[config.mk]
export PLATFORM = sky130hd
export DESIGN_NAME = matrix_dac_seq_flat
export DESIGN_NICKNAME = d
export VERILOG_FILES = /design/src/rtl/matrix_dac_seq_if.sv /design/src/rtl/matrix_dac_seq.sv /design/src/flat_wrapper.sv
export SDC_FILE = /design/constraint.sdc
export NUM_CORES = 1
export LEC_CHECK = 0
export CORE_MARGIN = 2
export CORE_UTILIZATION = 35
export CTS_CLUSTER_SIZE = 28
export DETAILED_ROUTE_END_ITERATION = 6
export GPL_ROUTABILITY_DRIVEN = 0
export GPL_TIMING_DRIVEN = 1
export PLACE_DENSITY = 0.53
export SETUP_SLACK_MARGIN = 0.15
export SYNTH_ARGS = -nofsm -noshare
export SYNTH_HDL_FRONTEND = slang
export SYNTH_SLANG_ARGS = --single-unit
[constraint.sdc]
create_clock -name clk_250MHz -period 4.3 [get_ports clk_250MHz]
set_input_delay 0.43 -clock clk_250MHz [delete_from_list [all_inputs] [get_ports clk_250MHz]]
set_output_delay 0.43 -clock clk_250MHz [all_outputs]
set_load 0.01 [all_outputs]
[src/rtl/matrix_dac_seq_if.sv]
// Control/address bundle between a host and the matrix_dac_seq sequencer.
interface matrix_dac_seq_if;
  logic        trg;
  logic [4:0]  row1;
  logic [12:0] column;
  logic [9:0]  in_addr;
  logic [16:0] coe_addr;
  logic        mac_clr;
  logic        mac_en;
  logic        dac_out_en;
  logic [4:0]  out_row;
  logic [11:0] out_col;
  logic [3:0]  STATE;
  logic        busy;
  logic        done;

  modport master (
    output trg, row1, column,
    input  in_addr, coe_addr, mac_clr, mac_en, dac_out_en,
    input  out_row, out_col, STATE, busy, done
  );

  modport slave (
    input  trg, row1, column,
    output in_addr, coe_addr, mac_clr, mac_en, dac_out_en,
    output out_row, out_col, STATE, busy, done
  );
endinterface

[src/rtl/matrix_dac_seq.sv]
// Matrix-multiply address sequencer with MAC/DAC strobes aligned to RAM read latency.
// Optional abort input enabled by defining MATRIX_DAC_SEQ_ABORT_EN.
module matrix_dac_seq #(
  parameter int unsigned RD_LAT  = 2,
  parameter int unsigned K_DEPTH = 32
) (
  input  logic clk_250MHz,
  input  logic rst,
`ifdef MATRIX_DAC_SEQ_ABORT_EN
  input  logic abort,
`endif
  matrix_dac_seq_if.slave bus
);

  localparam logic [3:0] IDLE  = 4'd0;
  localparam logic [3:0] LOAD  = 4'd1;
  localparam logic [3:0] RUN   = 4'd2;
  localparam logic [3:0] DRAIN = 4'd3;
  localparam logic [3:0] DONE  = 4'd4;

  localparam logic [4:0] K_LAST = 5'(K_DEPTH - 1);

  logic [3:0]  state_q, state_d;
  logic [4:0]  row1_q, row1_d;
  logic [11:0] col_q, col_d;
  logic [4:0]  r_q, r_d;
  logic [11:0] c_q, c_d;
  logic [4:0]  k_q, k_d;
  logic [2:0]  drain_q, drain_d;
  logic [RD_LAT-1:0] clr_pipe_q, clr_pipe_d;
  logic [RD_LAT-1:0] en_pipe_q, en_pipe_d;
  logic [RD_LAT-1:0] last_pipe_q, last_pipe_d;
  logic [16:0] rc_pipe_q [RD_LAT];
  logic [16:0] rc_pipe_d [RD_LAT];
  logic        dac_q, dac_d;
  logic [4:0]  out_row_q, out_row_d;
  logic [11:0] out_col_q, out_col_d;

  logic issue;
  logic final_issue;
  logic abort_hit;

`ifdef MATRIX_DAC_SEQ_ABORT_EN
  assign abort_hit = abort && (state_q == LOAD || state_q == RUN || state_q == DRAIN);
`else
  assign abort_hit = 1'b0;
`endif

  assign issue       = (state_q == RUN);
  assign final_issue = issue && (r_q == row1_q) && (c_q == col_q) && (k_q == K_LAST);

  always_comb begin
    state_d   = state_q;
    row1_d    = row1_q;
    col_d     = col_q;
    r_d       = r_q;
    c_d       = c_q;
    k_d       = k_q;
    drain_d   = drain_q;
    out_row_d = out_row_q;
    out_col_d = out_col_q;

    // Counters clear on the LOAD->RUN edge so the address outputs keep
    // their previous value for the whole LOAD cycle.
    case (state_q)
      IDLE: begin
        if (bus.trg) begin
          row1_d  = bus.row1;
          col_d   = bus.column[12] ? 12'hFFF : bus.column[11:0];
          state_d = LOAD;
        end
      end
      LOAD: begin
        r_d     = '0;
        c_d     = '0;
        k_d     = '0;
        state_d = RUN;
      end
      RUN: begin
        if (final_issue) begin
          drain_d = '0;
          state_d = DRAIN;
        end else if (k_q == K_LAST) begin
          k_d = '0;
          if (c_q == col_q) begin
            c_d = '0;
            r_d = r_q + 5'd1;
          end else begin
            c_d = c_q + 12'd1;
          end
        end else begin
          k_d = k_q + 5'd1;
        end
      end
      DRAIN: begin
        if (drain_q == 3'(RD_LAT)) state_d = DONE;
        else                       drain_d = drain_q + 3'd1;
      end
      DONE:    state_d = IDLE;
      default: state_d = IDLE;
    endcase

    clr_pipe_d[0]  = issue && (k_q == '0);
    en_pipe_d[0]   = issue && (k_q != '0);
    last_pipe_d[0] = issue && (k_q == K_LAST);
    rc_pipe_d[0]   = {r_q, c_q};
    for (int unsigned i = 1; i < RD_LAT; i++) begin
      clr_pipe_d[i]  = clr_pipe_q[i-1];
      en_pipe_d[i]   = en_pipe_q[i-1];
      last_pipe_d[i] = last_pipe_q[i-1];
      rc_pipe_d[i]   = rc_pipe_q[i-1];
    end

    dac_d = last_pipe_q[RD_LAT-1];
    if (dac_d) begin
      out_row_d = rc_pipe_q[RD_LAT-1][16:12];
      out_col_d = rc_pipe_q[RD_LAT-1][11:0];
    end

    if (abort_hit) begin
      state_d     = IDLE;
      clr_pipe_d  = '0;
      en_pipe_d   = '0;
      last_pipe_d = '0;
      dac_d       = 1'b0;
    end
  end

  always_ff @(posedge clk_250MHz or posedge rst) begin
    if (rst) begin
      state_q     <= IDLE;
      row1_q      <= '0;
      col_q       <= '0;
      r_q         <= '0;
      c_q         <= '0;
      k_q         <= '0;
      drain_q     <= '0;
      clr_pipe_q  <= '0;
      en_pipe_q   <= '0;
      last_pipe_q <= '0;
      for (int unsigned i = 0; i < RD_LAT; i++) rc_pipe_q[i] <= '0;
      dac_q       <= 1'b0;
      out_row_q   <= '0;
      out_col_q   <= '0;
    end else begin
      state_q     <= state_d;
      row1_q      <= row1_d;
      col_q       <= col_d;
      r_q         <= r_d;
      c_q         <= c_d;
      k_q         <= k_d;
      drain_q     <= drain_d;
      clr_pipe_q  <= clr_pipe_d;
      en_pipe_q   <= en_pipe_d;
      last_pipe_q <= last_pipe_d;
      for (int unsigned i = 0; i < RD_LAT; i++) rc_pipe_q[i] <= rc_pipe_d[i];
      dac_q       <= dac_d;
      out_row_q   <= out_row_d;
      out_col_q   <= out_col_d;
    end
  end

  assign bus.in_addr    = {r_q, k_q};
  assign bus.coe_addr   = {k_q, c_q};
  assign bus.mac_clr    = clr_pipe_q[RD_LAT-1];
  assign bus.mac_en     = en_pipe_q[RD_LAT-1];
  assign bus.dac_out_en = dac_q;
  assign bus.out_row    = out_row_q;
  assign bus.out_col    = out_col_q;
  assign bus.STATE      = state_q;
  assign bus.busy       = (state_q != IDLE);
  assign bus.done       = (state_q == DONE);

endmodule

[src/flat_wrapper.sv]
// flat-port wrapper written by rule: the top's interface ports become plain ports
module matrix_dac_seq_flat 
#(
  parameter int unsigned RD_LAT  = 2,
  parameter int unsigned K_DEPTH = 32
)
  (clk_250MHz, rst, bus_trg, bus_row1, bus_column, bus_in_addr, bus_coe_addr, bus_mac_clr, bus_mac_en, bus_dac_out_en, bus_out_row, bus_out_col, bus_STATE, bus_busy, bus_done);
  matrix_dac_seq_if bus_i ();
  input  logic clk_250MHz;
  input  logic rst;
  input wire logic [$bits(bus_i.trg)-1:0] bus_trg;
  input wire logic [$bits(bus_i.row1)-1:0] bus_row1;
  input wire logic [$bits(bus_i.column)-1:0] bus_column;
  output wire logic [$bits(bus_i.in_addr)-1:0] bus_in_addr;
  output wire logic [$bits(bus_i.coe_addr)-1:0] bus_coe_addr;
  output wire logic [$bits(bus_i.mac_clr)-1:0] bus_mac_clr;
  output wire logic [$bits(bus_i.mac_en)-1:0] bus_mac_en;
  output wire logic [$bits(bus_i.dac_out_en)-1:0] bus_dac_out_en;
  output wire logic [$bits(bus_i.out_row)-1:0] bus_out_row;
  output wire logic [$bits(bus_i.out_col)-1:0] bus_out_col;
  output wire logic [$bits(bus_i.STATE)-1:0] bus_STATE;
  output wire logic [$bits(bus_i.busy)-1:0] bus_busy;
  output wire logic [$bits(bus_i.done)-1:0] bus_done;
  assign bus_i.trg = bus_trg;
  assign bus_i.row1 = bus_row1;
  assign bus_i.column = bus_column;
  assign bus_in_addr = bus_i.in_addr;
  assign bus_coe_addr = bus_i.coe_addr;
  assign bus_mac_clr = bus_i.mac_clr;
  assign bus_mac_en = bus_i.mac_en;
  assign bus_dac_out_en = bus_i.dac_out_en;
  assign bus_out_row = bus_i.out_row;
  assign bus_out_col = bus_i.out_col;
  assign bus_STATE = bus_i.STATE;
  assign bus_busy = bus_i.busy;
  assign bus_done = bus_i.done;
  matrix_dac_seq #(.RD_LAT(RD_LAT), .K_DEPTH(K_DEPTH)) u_core (.clk_250MHz(clk_250MHz), .rst(rst), .bus(bus_i));
endmodule
==> metrics.csv, run 1 <==
metric,value,unit
syn-cell-area,4340,um2
ioPinCount,74,
seqCellArea,2580,um2
post_dp_cell_area,5050,um2
num_vias,2719,
synth_nets,399,
rows,40,
yosysWarnings,0,
drc_errors,0,
n_fill_cell,1142,
final_common_cell,dfrtp_1,
die_y,115,um
synthFlopType,dfrtp_1,
most-common-layout-cells,"103 x dfrtp_1, 72 x clkdlybuf4s50_1, 37 x nor2_1",
stdcell_area,5340,um2
antenna_found_initial,0,
min_period_over_period,56.4,%
crit_fanout,6,
grt_setup_unrepaired,no,
pwr_density_cell,364,nW/um2
diodes,0,
cts_resized,0,
cts_made_buffers,9,
relSlewSlack,28.3,%
avgSynthCellArea,11.7,um2
tns,0,ps
gr-total-overflow,0,
fin_skew,6.47,ps
async_reset_ff_share,100,%
slew_violations,0,
grt_use_total,13.7,%
final_antenna_net_count,0,
outcome,finished clean,
nNetsFinal,447,
reg2reg_from,u_core.k_q[0],
dieArea,13300,um2
first_pass_iters,4,
dp_hpwl,5920,um
synth.distinct_cells,51,
grt_max_degree,50,
multi_input_area,1480,um2
path_class,reg -> reg,
rrSetupSlack,1880,ps
htreeDepth,3,
cts_max_path_buffers,2,
p_leak,2.39,nW
fp.coreArea,12100,um2
synth_cells,371,
cts_sinks,103,
port_buffers,72,
grt_pass1_wl,14200,um
tightest_slew,1080,ps
cts_tree,done,
viasPerCell,4.59,
holdCritPathClass,reg -> reg,
hold_viol,0,
first_global_vias,2694,
root_buffer,clkbuf_16,
min_to,u_core.rc_pipe_q[10],
route.final.wire_length,8320,um
hold_buffers,0,
ys_seq_area_share,59.3,%
min_period,2420,ps
dieWidth,115,um
cp-start-kind,flip-flop,
synth-edff-count,0,
holdPathStages,0,
cp_data_arrival_time,2650,ps
clkTransAtPathRegs,70,ps
ys_seq_elements,103,
setup_viol,0,
insertion_delay,340,ps
layout-drive-gt1-share,12.0,%
r2r_cells,10,
drt_iter0_markers,239,
max_freq,412,MHz
wl_per_cell,14.0,um
timing.rr.end,u_core.drain_q[2],
syn_to_final_growth,22.9,%
postCtsSetupBuffers,0,
cp.required,4530,ps
end_kind,flip-flop,
min_from,u_core.rc_pipe_d[10],
peakVddDrop,0.000134,V
start_util,36.0,%
maxCapViolCount,0,
where the power goes:
group,switching (mW),internal (mW)
Sequential,0.0275,0.992
Combinational,0.0710,0.0829
Clock,0.369,0.403
Total,0.467,1.48
stage by stage:
stage / std cells / power, mW / hold slack, ps / worst slack (ps) / utilization, %
5_1_grt: 592 / 2.04 / 356 / 1630 / 44.3
2_1_floorplan: 371 / 1.13 / 331 / 1170 / -
4_1_cts: 592 / 1.98 / 347 / 1860 / 44.3
6_report: 592 / 1.95 / 346 / 1880 / 44.3
3_3_place_gp: 576 / 1.19 / 332 / 1940 / 41.9
3_5_place_dp: 576 / 1.20 / 335 / 1870 / 41.9
critical path, cell delays in order (launching register included):
cell and delay [ps]:
dfrtp_1 430, ha_1 190, and3_1 170, ha_1 210, nand4bb_4 150, inv_2 120, nand2_1 60, or4_4 580
nor2_4 170, o21ai_0 100, o2bb2ai_1 140
synthesized netlist by cell type (4+ instances only):
master	number	area, um2
nor2_1	38	143
nor4_1	6	37.5
o21ai_0	7	35.0
mux2_2	23	259
dfrtp_1	103	2580
inv_1	12	45.0
xor2_1	15	131
clkbuf_1	6	22.5
mux2i_1	6	60.1
buf_2	6	30.0
nand3_1	11	55.1
ha_1	7	87.6
and3_1	4	25.0
nand2_1	26	97.6
xnor2_1	4	35.0
buf_4	23	173
a21oi_1	16	80.1
logic make-up (layout without fill, tap and decap cells):
group                    after synthesis  after routing  share of synthesized area, %
AND/OR/NAND/NOR                      109            109                          12.7
flip-flops                           103            103                          59.3
AO/OA/AOI/OAI                         53             53                          8.04
buffers and inverters                 50            103                          6.65
multiplexers                          29             29                          7.34
XOR/XNOR                              19             19                          3.83
adder cells (fa/ha/maj)                7              7                          2.02
other                                  1              1                        0.0863
area by class of cell:
type,count,share of cell area (%)
Clock inverter,6,1.03
Timing Repair Buffer,74,13.8
Clock buffer,10,4.29
Inverter,13,0.961
Tap cell,168,3.94
Multi-Input combinational cell,218,27.7
Sequential cell,103,48.3
worst max path at each step:
stage / start / endpoint / slack, ps / cells past startpoint
5_1_grt: u_core.k_q[0] / u_core.c_q[8] / 1630 / 9
6_report: u_core.k_q[0] / u_core.drain_q[2] / 1880 / 10
4_1_cts: u_core.k_q[0] / u_core.k_q[4] / 1860 / 10
2_1_floorplan: rst / u_core.bus.STATE[0] / 1170 / 1
3_3_place_gp: u_core.k_q[0] / u_core.drain_q[2] / 1940 / 10
3_5_place_dp: u_core.k_q[0] / u_core.drain_q[2] / 1870 / 10
sequential cells by signal, indices dropped and copies added (netlist names), 3 cells and up:
register and count:
u_core.bus.out_col 12, u_core.col_q 12, u_core.bus.STATE 3, u_core.row1_q 5, u_core.k_q 5, u_core.r_q 5, u_core.rc_pipe_d 17, u_core.rc_pipe_q 17
u_core.bus.out_row 5, u_core.drain_q 3, u_core.c_q 12
metal layers:
| metal | wire length [um] | global-route usage [%] |
|---|---|---|
| met2 | 3780 | 20.2 |
| met1 | 4070 | 20.1 |
| met3 | 313 | 2.67 |
| met4 | 153 | 5.22 |
| met5 | 0 | 0 |
No activity file was read; power rests on OpenSTA's default activity.
==> inputs of run 2 (changes only) <==
PLACE_DENSITY = 0.55   (was 0.53)
clock period = 2.1 ns   (was 4.3 ns; I/O delays follow)
==> run 2 against run 1 <==
Net effect:
- the run now ends with negative setup slack left
- first-iteration DRC count shrank 33%
- critical endpoint is now u_core.k_q[4]
- final cell count rose by 6.4%
- die area unchanged
- wire length up 9.3%
==> metrics.csv, run 2 (same netlist as run 1, synthesis figures left out) <==
metric,value,unit,change
cts_max_path_buffers,2,,unchanged
dp_hpwl,6410,um,+8.4%
nNetsFinal,486,,+8.7%
wl_per_cell,14.4,um,+2.7%
holdCritPathClass,in -> async,,
crit_fanout,6,,unchanged
cp_top_family,simple AND/OR/NAND/NOR gates,,
route.final.wire_length,9090,um,+9.3%
grt_max_degree,52,,+4.0%
min_period_over_period,100,%,+44 points
pwr_density_cell,689,nW/um2,+89%
htreeDepth,3,,unchanged
insertion_delay,340,ps,about the same
layout-drive-gt1-share,24.7,%,+13 points
most-common-layout-cells,"100 x dfrtp_1, 70 x clkdlybuf4s50_1, 36 x nor2_1",,
start_util,36.0,%,unchanged
cts_sinks,103,,unchanged
num_vias,2945,,+8.3%
fin_skew,5.09,ps,-1.37 ps
crit_slowest_cell,or4_4,,
gr-total-overflow,0,,unchanged
cp.required,2320,ps,-2210 ps
dieWidth,115,um,unchanged
crit_chain,ha_2 > and3_4 > ha_4 > nand4bb_4 > inv_2 > nand2_2 > or4_4 > nor2_4 > o22ai_1 > o2bb2ai_1,,
tns,-0.486,ps,-0.486 ps
outcome,"complete, but fails checks",,
dieArea,13300,um2,unchanged
ioPinCount,74,,unchanged
rows,40,,unchanged
final_common_cell,dfrtp_1,,
final_cell_count_no_fill,630,,+6.4%
cp-start-kind,flip-flop,,
antenna_found_initial,0,,unchanged
r2r_cells,10,,unchanged
syn_to_final_growth,34.4,%,
setup_slack,-0.486,ps,-1880 ps
slew_violations,0,,unchanged
cp_data_arrival_time,2320,ps,-330 ps
first_global_vias,2815,,+4.5%
path_class,reg -> reg,,
cts_made_buffers,9,,unchanged
hold_buffers,0,,unchanged
dp_cells,605,,+5.0%
grt_pass1_wl,14500,um,+2.2%
drt_iter0_markers,160,,-33%
min_period,2100,ps,-324 ps
end_kind,flip-flop,,
grt_setup_unrepaired,yes,,
clkTransAtPathRegs,60,ps,about the same
first_pass_iters,4,,unchanged
peakVddDrop,0.000382,V,+180%
root_buffer,clkbuf_16,,
diodes,0,,unchanged
cts_tree,done,,
port_buffers,72,,unchanged
p_leak,2.67,nW,+11%
final_antenna_net_count,0,,unchanged
fp.coreArea,12100,um2,unchanged
setup_viol,1,,+1
stdcell_area,5840,um2,+9.3%
hold_viol,0,,unchanged
cp_num_buf_inv,1,,unchanged
cp_slowest_stage_delay,460,ps,-120 ps
die_y,115,um,unchanged
post_dp_cell_area,5340,um2,+5.7%
viasPerCell,4.67,,+1.8%
cp.depth,10,,unchanged
maxCapViolCount,0,,unchanged
drc_errors,0,,unchanged
violations,negative setup slack,,
grt_use_total,14.2,%,+0.45 points
max_freq,476,MHz,+15%
## run 2: through the flow
step | power (mW) | util [%] | worst slack [ps] | hold WS (ps)
after CTS | 4.07 | 47.5 | -4.23 | 194
after floorplan | 2.32 | - | -22.4 | 331
after global placement | 2.49 | 44.3 | 37.7 | 332
final | 4.02 | 48.4 | -0.486 | 190
after global routing | 4.18 | 48.4 | -155 | 207
after detailed placement | 2.50 | 44.3 | -28.4 | 335
## run 2: area by class of cell
cell class              instances  area [um2]
repair buffers                113        1110
clock buffers                  13         260
flip-flops and latches        103        2580
fillers                      1078        6220
clock inverters                 2        16.3
inverters                      13        52.6
well taps                     168         210
multi-input cells             218        1610
## run 2: worst register-to-register path: cells and delay by family, from the launching register on
family,cells,cell delay [ps]
and+or+nand+nor,5,990
buffers and inverters,1,80
adders and majority gates,2,320
AOI/OAI and AO/OA,2,240
DFF,1,360
## run 2: timing repair
| action | in CTS | in global routing |
|---|---|---|
| pin swaps | 8 | 8 |
| hold endpoints to repair | 0 | 0 |
| setup endpoints to repair | 21 | 28 |
| gates resized for setup | 17 | 19 |
| gates cloned | 1 | 0 |
| buffers inserted | 5 | 4 |
## run 2: layer usage
metal	track usage, %	vias to the layer above	wire length [um]
li1	-	1421	-
met1	20.4	1446	4440
met2	21.1	61	4180
met3	2.04	17	270
met4	6.83	0	204
met5	0	-	0
## run 2: power by group
group,internal (mW),switching [mW],total [mW]
combinational,0.208,0.189,0.397
sequential,2.03,0.0414,2.07
clock,0.865,0.686,1.55
total,3.11,0.916,4.02
## run 2: worst paths after layout
| kind | startpoint | endpoint | slack [ps] |
|---|---|---|---|
| setup / recovery | u_core.k_q[1] | u_core.k_q[4] | -0.5 |
| hold / removal | rst | u_core.row1_q[4] | 190 |
| setup reg to reg | u_core.k_q[1] | u_core.k_q[4] | -0.5 |
| hold reg to reg | u_core.last_pipe_q[0] | u_core.last_pipe_q[1] | 350 |
| max in group asynchronous | rst | u_core.c_q[1] | 1360 |
| min in group clk_250MHz | u_core.last_pipe_q[0] | u_core.last_pipe_q[1] | 350 |
==> inputs of run 3 (changes only) <==
CAP_MARGIN = 25   (was unset)
==> results of run 3 <==
Final layout, timing and power as in run 2 (identical DEF).
